## src/rtl/pipelined_cascade_reduce_if.sv

```systemverilog
// Streaming bus for the pipelined cascade reducer: an input beat channel
// (word + operator) and a result channel (y, break index, operator echo),
// each with its own valid/ready pair.
interface pipelined_cascade_reduce_if #(
    parameter int LENGTH = 8
);
    localparam int IW = $clog2(LENGTH + 1);

    logic              in_valid;
    logic              in_ready;
    logic [LENGTH-1:0] in_data;
    logic [1:0]        in_mode;

    logic              out_valid;
    logic              out_ready;
    logic              out_y;
    logic [IW-1:0]     out_idx;
    logic [1:0]        out_mode;

    // Producer of beats / consumer of results
    modport master (
        output in_valid, in_data, in_mode, out_ready,
        input  in_ready, out_valid, out_y, out_idx, out_mode
    );

    // The reducer itself
    modport slave (
        input  in_valid, in_data, in_mode, out_ready,
        output in_ready, out_valid, out_y, out_idx, out_mode
    );
endinterface

```

## src/rtl/pipelined_cascade_reduce.sv

```systemverilog
// Pipelined bit-cascade reducer. A LENGTH-bit word is folded with AND, OR,
// XOR or XNOR, SEG bits per pipeline stage, lowest bit first. For AND/OR the
// index of the first bit that breaks the cascade is tracked alongside the
// accumulator. Each stage holds one beat; a stage may load when it is empty
// or when the stage after it is loading too, so the pipeline stalls as a
// whole behind out_ready without dropping or duplicating beats.
module pipelined_cascade_reduce #(
    parameter int LENGTH = 8,
    parameter int SEG    = 4
) (
    input  logic clk,
    input  logic rst_n,
    pipelined_cascade_reduce_if.slave bus
);
    localparam int STAGES = (LENGTH + SEG - 1) / SEG;
    localparam int IW     = $clog2(LENGTH + 1);

    localparam logic [1:0] MODE_AND  = 2'b00;
    localparam logic [1:0] MODE_OR   = 2'b01;
    localparam logic [1:0] MODE_XNOR = 2'b11;

    genvar gi;
    generate
        for (gi = 0; gi < STAGES; gi++) begin : stage_g
            // Bit window handled here; the final stage may own fewer than SEG bits.
            localparam int LO  = gi * SEG;
            localparam int NB  = ((LENGTH - LO) < SEG) ? (LENGTH - LO) : SEG;
            localparam int REM = LENGTH - LO - NB;

            // Beat arriving at this stage: bits not yet folded plus partial state
            logic [LENGTH-LO-1:0] din;
            logic                 valid_in;
            logic [1:0]           mode_in;
            logic                 acc_in;
            logic                 found_in;
            logic [IW-1:0]        idx_in;

            // Stage registers
            logic                 valid_q;
            logic [1:0]           mode_q;
            logic                 acc_q;
            logic [IW-1:0]        idx_q;

            // Fold results and the value actually loaded into idx_q
            logic                 acc_d;
            logic                 found_d;
            logic [IW-1:0]        idx_d;
            logic [IW-1:0]        idx_load;

            logic                 ready;

            if (gi == 0) begin : head_g
                // First stage starts every beat from the operator's identity
                assign din      = bus.in_data;
                assign valid_in = bus.in_valid;
                assign mode_in  = bus.in_mode;
                assign acc_in   = (bus.in_mode == MODE_AND);
                assign found_in = 1'b0;
                assign idx_in   = '0;
            end else begin : link_g
                assign din      = stage_g[gi-1].carry_g.rem_q;
                assign valid_in = stage_g[gi-1].valid_q;
                assign mode_in  = stage_g[gi-1].mode_q;
                assign acc_in   = stage_g[gi-1].acc_q;
                assign found_in = stage_g[gi-1].carry_g.found_q;
                assign idx_in   = stage_g[gi-1].idx_q;
            end

            // Readiness ripples back from the output: empty stages always accept
            if (gi == STAGES - 1) begin : tail_rdy_g
                assign ready = !valid_q | bus.out_ready;
            end else begin : mid_rdy_g
                assign ready = !valid_q | stage_g[gi+1].ready;
            end

            // Fold this stage's bits in ascending order; only the first break is kept
            always_comb begin
                acc_d   = acc_in;
                found_d = found_in;
                idx_d   = idx_in;
                for (int j = 0; j < NB; j++) begin
                    case (mode_in)
                        MODE_AND: begin
                            if (!found_d && !din[j]) begin
                                found_d = 1'b1;
                                idx_d   = IW'(LO + j);
                            end
                            acc_d = acc_d & din[j];
                        end
                        MODE_OR: begin
                            if (!found_d && din[j]) begin
                                found_d = 1'b1;
                                idx_d   = IW'(LO + j);
                            end
                            acc_d = acc_d | din[j];
                        end
                        default: acc_d = acc_d ^ din[j];
                    endcase
                end
            end

            // The final stage resolves "no break seen" to LENGTH so out_idx is final
            assign idx_load = (gi == STAGES - 1) ? (found_d ? idx_d : IW'(LENGTH)) : idx_d;

            // Stage state advances only while this stage is allowed to move
            always_ff @(posedge clk) begin
                if (!rst_n) begin
                    valid_q <= 1'b0;
                    mode_q  <= 2'b00;
                    acc_q   <= 1'b0;
                    idx_q   <= '0;
                end else if (ready) begin
                    valid_q <= valid_in;
                    mode_q  <= mode_in;
                    acc_q   <= acc_d;
                    idx_q   <= idx_load;
                end
            end

            if (REM > 0) begin : carry_g
                logic [REM-1:0] rem_q;
                logic           found_q;

                // Unfolded upper bits and the break flag travel on to the next stage
                always_ff @(posedge clk) begin
                    if (!rst_n) begin
                        rem_q   <= '0;
                        found_q <= 1'b0;
                    end else if (ready) begin
                        rem_q   <= din[LENGTH-LO-1:NB];
                        found_q <= found_d;
                    end
                end
            end
        end
    endgenerate

    assign bus.in_ready  = stage_g[0].ready;
    assign bus.out_valid = stage_g[STAGES-1].valid_q;
    assign bus.out_mode  = stage_g[STAGES-1].mode_q;
    assign bus.out_idx   = stage_g[STAGES-1].idx_q;
    // XNOR is folded as XOR and inverted only at the very end
    assign bus.out_y     = (stage_g[STAGES-1].mode_q == MODE_XNOR) ? ~stage_g[STAGES-1].acc_q
                                                                   :  stage_g[STAGES-1].acc_q;
endmodule
```

## src/flat_wrapper.sv

```systemverilog
// flat-port wrapper written by rule: the top's interface ports become plain ports
module pipelined_cascade_reduce_flat 
#(
    parameter int LENGTH = 8,
    parameter int SEG    = 4
)
  (clk, rst_n, bus_in_valid, bus_in_data, bus_in_mode, bus_out_ready, bus_in_ready, bus_out_valid, bus_out_y, bus_out_idx, bus_out_mode);
  pipelined_cascade_reduce_if #(.LENGTH(LENGTH)) bus_i ();
  input  logic clk;
  input  logic rst_n;
  input wire logic [$bits(bus_i.in_valid)-1:0] bus_in_valid;
  input wire logic [$bits(bus_i.in_data)-1:0] bus_in_data;
  input wire logic [$bits(bus_i.in_mode)-1:0] bus_in_mode;
  input wire logic [$bits(bus_i.out_ready)-1:0] bus_out_ready;
  output wire logic [$bits(bus_i.in_ready)-1:0] bus_in_ready;
  output wire logic [$bits(bus_i.out_valid)-1:0] bus_out_valid;
  output wire logic [$bits(bus_i.out_y)-1:0] bus_out_y;
  output wire logic [$bits(bus_i.out_idx)-1:0] bus_out_idx;
  output wire logic [$bits(bus_i.out_mode)-1:0] bus_out_mode;
  assign bus_i.in_valid = bus_in_valid;
  assign bus_i.in_data = bus_in_data;
  assign bus_i.in_mode = bus_in_mode;
  assign bus_i.out_ready = bus_out_ready;
  assign bus_in_ready = bus_i.in_ready;
  assign bus_out_valid = bus_i.out_valid;
  assign bus_out_y = bus_i.out_y;
  assign bus_out_idx = bus_i.out_idx;
  assign bus_out_mode = bus_i.out_mode;
  pipelined_cascade_reduce #(.LENGTH(LENGTH), .SEG(SEG)) u_core (.clk(clk), .rst_n(rst_n), .bus(bus_i));
endmodule
```

## config.mk

```make
export PLATFORM = sky130hd
export DESIGN_NAME = pipelined_cascade_reduce_flat
export DESIGN_NICKNAME = d
export VERILOG_FILES = /design/src/rtl/pipelined_cascade_reduce_if.sv /design/src/rtl/pipelined_cascade_reduce.sv /design/src/flat_wrapper.sv
export SDC_FILE = /design/constraint.sdc
export NUM_CORES = 1
export LEC_CHECK = 0
export BUFFER_PORTS_ARGS = -buffer_cell sky130_fd_sc_hd__buf_2
export CAP_MARGIN = 10
export CORE_MARGIN = 2
export CORE_UTILIZATION = 25
export DETAILED_ROUTE_END_ITERATION = 7
export MAX_ROUTING_LAYER = met4
export PLACE_DENSITY_LB_ADDON = 0.25
export SLEW_MARGIN = 30
export SYNTH_ARGS = -nofsm -noshare
export SYNTH_HDL_FRONTEND = slang
export SYNTH_SLANG_ARGS = --single-unit
```

## constraint.sdc

```tcl
create_clock -name clk -period 3.61 [get_ports clk]
set_clock_uncertainty 0.15 [all_clocks]
set_input_delay 0.1805 -clock clk [delete_from_list [all_inputs] [get_ports clk]]
set_output_delay 0.1805 -clock clk [all_outputs]
set_load 0.005 [all_outputs]
```

==> impl_metrics.toml <==
[critical_path]
path_class = "reg -> reg"
cp_top_family = "adder cells"
crit_required_ps = 3600
cpPeakStageDelay_ps = 430
critPathSlowestCell = "dfxtp_1"
critPathLaunch = "u_core.stage_g[0].carry_g.rem_q[0]"
worst_setup_path_start_kind = "flop"
cp-end-kind = "flop"
path_max_fanout = 6
path_cells = "inv_1 -> ha_1 -> nand2_1 -> o21ai_0 -> ha_1 -> o21ai_0 -> o21ai_0 -> ha_1 -> nand2_1 -> o21ai_0 -> ha_1 -> and2b_1 -> o311ai_0 -> a21oi_1"
worst_ep_arrival_time_ps = 2980
cp_num_buf_inv = 1
rr_startpoint = "u_core.stage_g[0].carry_g.rem_q[0]"

[yosys]
synthArstFlopShare = 0
synthTopCellsByCount = "nand2_1 (28), dfxtp_1 (19), ha_1 (16), o21ai_0 (16), inv_1 (15)"
synth_cell_types = 39
synth_area_leaders = "dfxtp_1 (27%), ha_1 (14%), nand2_1 (7.5%), o21ai_0 (5.8%), a21oi_1 (5.0%)"
synth_area_um2 = 1390
yosysTopAreaCellShare = 0.273
ys_seq_area_frac = 0.273
syn-num-nets = 205
synth-main-ff-cell = "dfxtp_1"
yosysMostFrequentCell = "nand2_1"
netlist_instances = 175
ys_warn_count = 0
synth_edf_count = 0
yosys.area.top_type = "dfxtp_1"
syn_area_per_cell_um2 = 7.96
synth-seq-cells = 19

[timing]
min_period_ps = 3000
setup_tns_ps = 0
hold_slack_ps = 8.09
hold_viol_final = 0
slew_violations = 0
fin_crit_sh = 0.830
layout_setup_ws_ps = 613
worst_pin_slew_ps = 525
maxSlewHeadroom = 0.650
fmax_mhz = 334
setup_viol = 0
rsz0062_at_grt = "false"

[floorplan]
die_y_um = 78.6
die_area_um2 = 6180
start_util = 0.256
rows = 27
die_w_um = 78.6
core_area_um2 = 5440
io_pins = 23

[global_routing]
grt_pass1_wl_mm = 5.29
antenna_found_initial = 0
globalRouteTotalUtil = 0.109
gr-total-overflow = 0
grt_max_degree = 19
first_global_vias = 1162

[hold_path]
hold_path.class = "in -> reg"
min_from = "bus_in_data[7]"

[route]
drc = 0
firstDrtPassIters = 4
wl_per_cell_um = 11.4
antenna_left = 0
drt-initial-drc-count = 38
via_count = 1242
avgViaCountPerCell = 4.67
wirelength_mm = 3.04

[finish]
final_core_util = 0.293
fillerInstances = 607
final_cells = 266
multiInputGateArea_um2 = 895
nets = 225
syn2layout_area_growth_pct = 14.6
drive_above_1_share = 0.186
seqCellArea_um2 = 380
fin_area_um2 = 1600
num_antenna_cells = 0

[clocking]
cts.path.max_buffers = 2
cts_buffers = 3
cts_max_level = 1
root_buffer = "clkbuf_8"
cts.sinks = 19
cts_tree = "yes"
clk_latency_ps = 260
path_clk_slew_ps = 80

[outcome]
outcome = "complete, no violations"

[power_and_ir_drop]
cellLeakagePower_nw = 0.698
total_power_mw = 0.499
vdd_drop_max_v = 0.000109
power_density_nw_per_um2 = 313

[job]
maxCapViolCount = 0

[place]
dp.cells = 261
dpl_cell_area_um2 = 1540
numPortBuffers = 22
gp_congestion = 0.669
place_hpwl_mm = 2.29
post-place-ws_ps = 563
-- layout make-up --
| cell class | count | share of cell area |
|---|---|---|
| timing repair buffer | 24 | 0.0800 |
| clock buffer | 3 | 0.0259 |
| sequential | 19 | 0.238 |
| inverter | 15 | 0.0353 |
| clock inverter | 1 | 0.00314 |
| tap | 72 | 0.0565 |
| multi-input combinational | 132 | 0.561 |
-- final timing paths --
path,depth (start not counted),slack [ps],end
min reg2reg,2,320,u_core.bus.out_mode[1]
max,14,610,u_core.stage_g[1].acc_q
min,3,8,u_core.stage_g[0].carry_g.rem_q[3]
max reg2reg,14,610,u_core.stage_g[1].acc_q
-- sequential cells by signal, indices dropped and copies added, names as in the netlist, 2 cells and up --
register / count
u_core.stage_g.idx_q: 2
u_core.bus.out_mode: 2
u_core.stage_g.mode_q: 2
u_core.bus.out_idx: 4
u_core.stage_g.acc_q: 2
u_core.stage_g.carry_g.rem_q: 4
-- tightest hold or removal path: stages --
cell	delay [ps]
buf_2	90
nand2_1	50
a21oi_1	50
-- per-layer routing --
metal,vias up,GRT usage,wire length [um],part of all wire
met1,568,0.133,1440,0.47
met2,25,0.184,1440,0.47
met5,-,-,0,0
met3,5,0.0172,117,0.038
li1,644,-,-,-
met4,0,0.0368,39,0.013
-- cells by family after synthesis --
logic type | count (synthesis) | share of synthesized area
multiplexers | 1 | 0.00719
AO/OA/AOI/OAI | 53 | 0.237
flip-flops | 19 | 0.273
XOR/XNOR | 1 | 0.00629
buffers and inverters | 24 | 0.0845
AND/OR/NAND/NOR | 61 | 0.248
adder cells (fa/ha/maj) | 16 | 0.144
-- timing repair --
action                    in CTS  in global routing
hold endpoints to repair       1                  0
hold buffers                   1                  0
resized for setup              0                  0
setup buffers                  0                  0
-- where the power goes --
group          switching (mW)  internal, mW
combinational          0.0565        0.0503
sequential             0.0143         0.222
clock                  0.0785        0.0770
-- cell usage in the layout (no fill, tap or decap), types with 2 or more instances in the layout --
master / n
nand2b_1: 3
inv_1: 15
nor2_1: 9
o31ai_1: 2
dfxtp_1: 19
a21oi_1: 14
nor4b_2: 2
nor2b_1: 4
nand3_1: 2
nand2_1: 28
nor4bb_1: 3
o21a_1: 6
buf_2: 22
ha_1: 16
o211ai_1: 2
a211o_1: 2
a31oi_1: 5
o21ai_0: 16
clkbuf_8: 3
(Power assumes the default switching activity.)
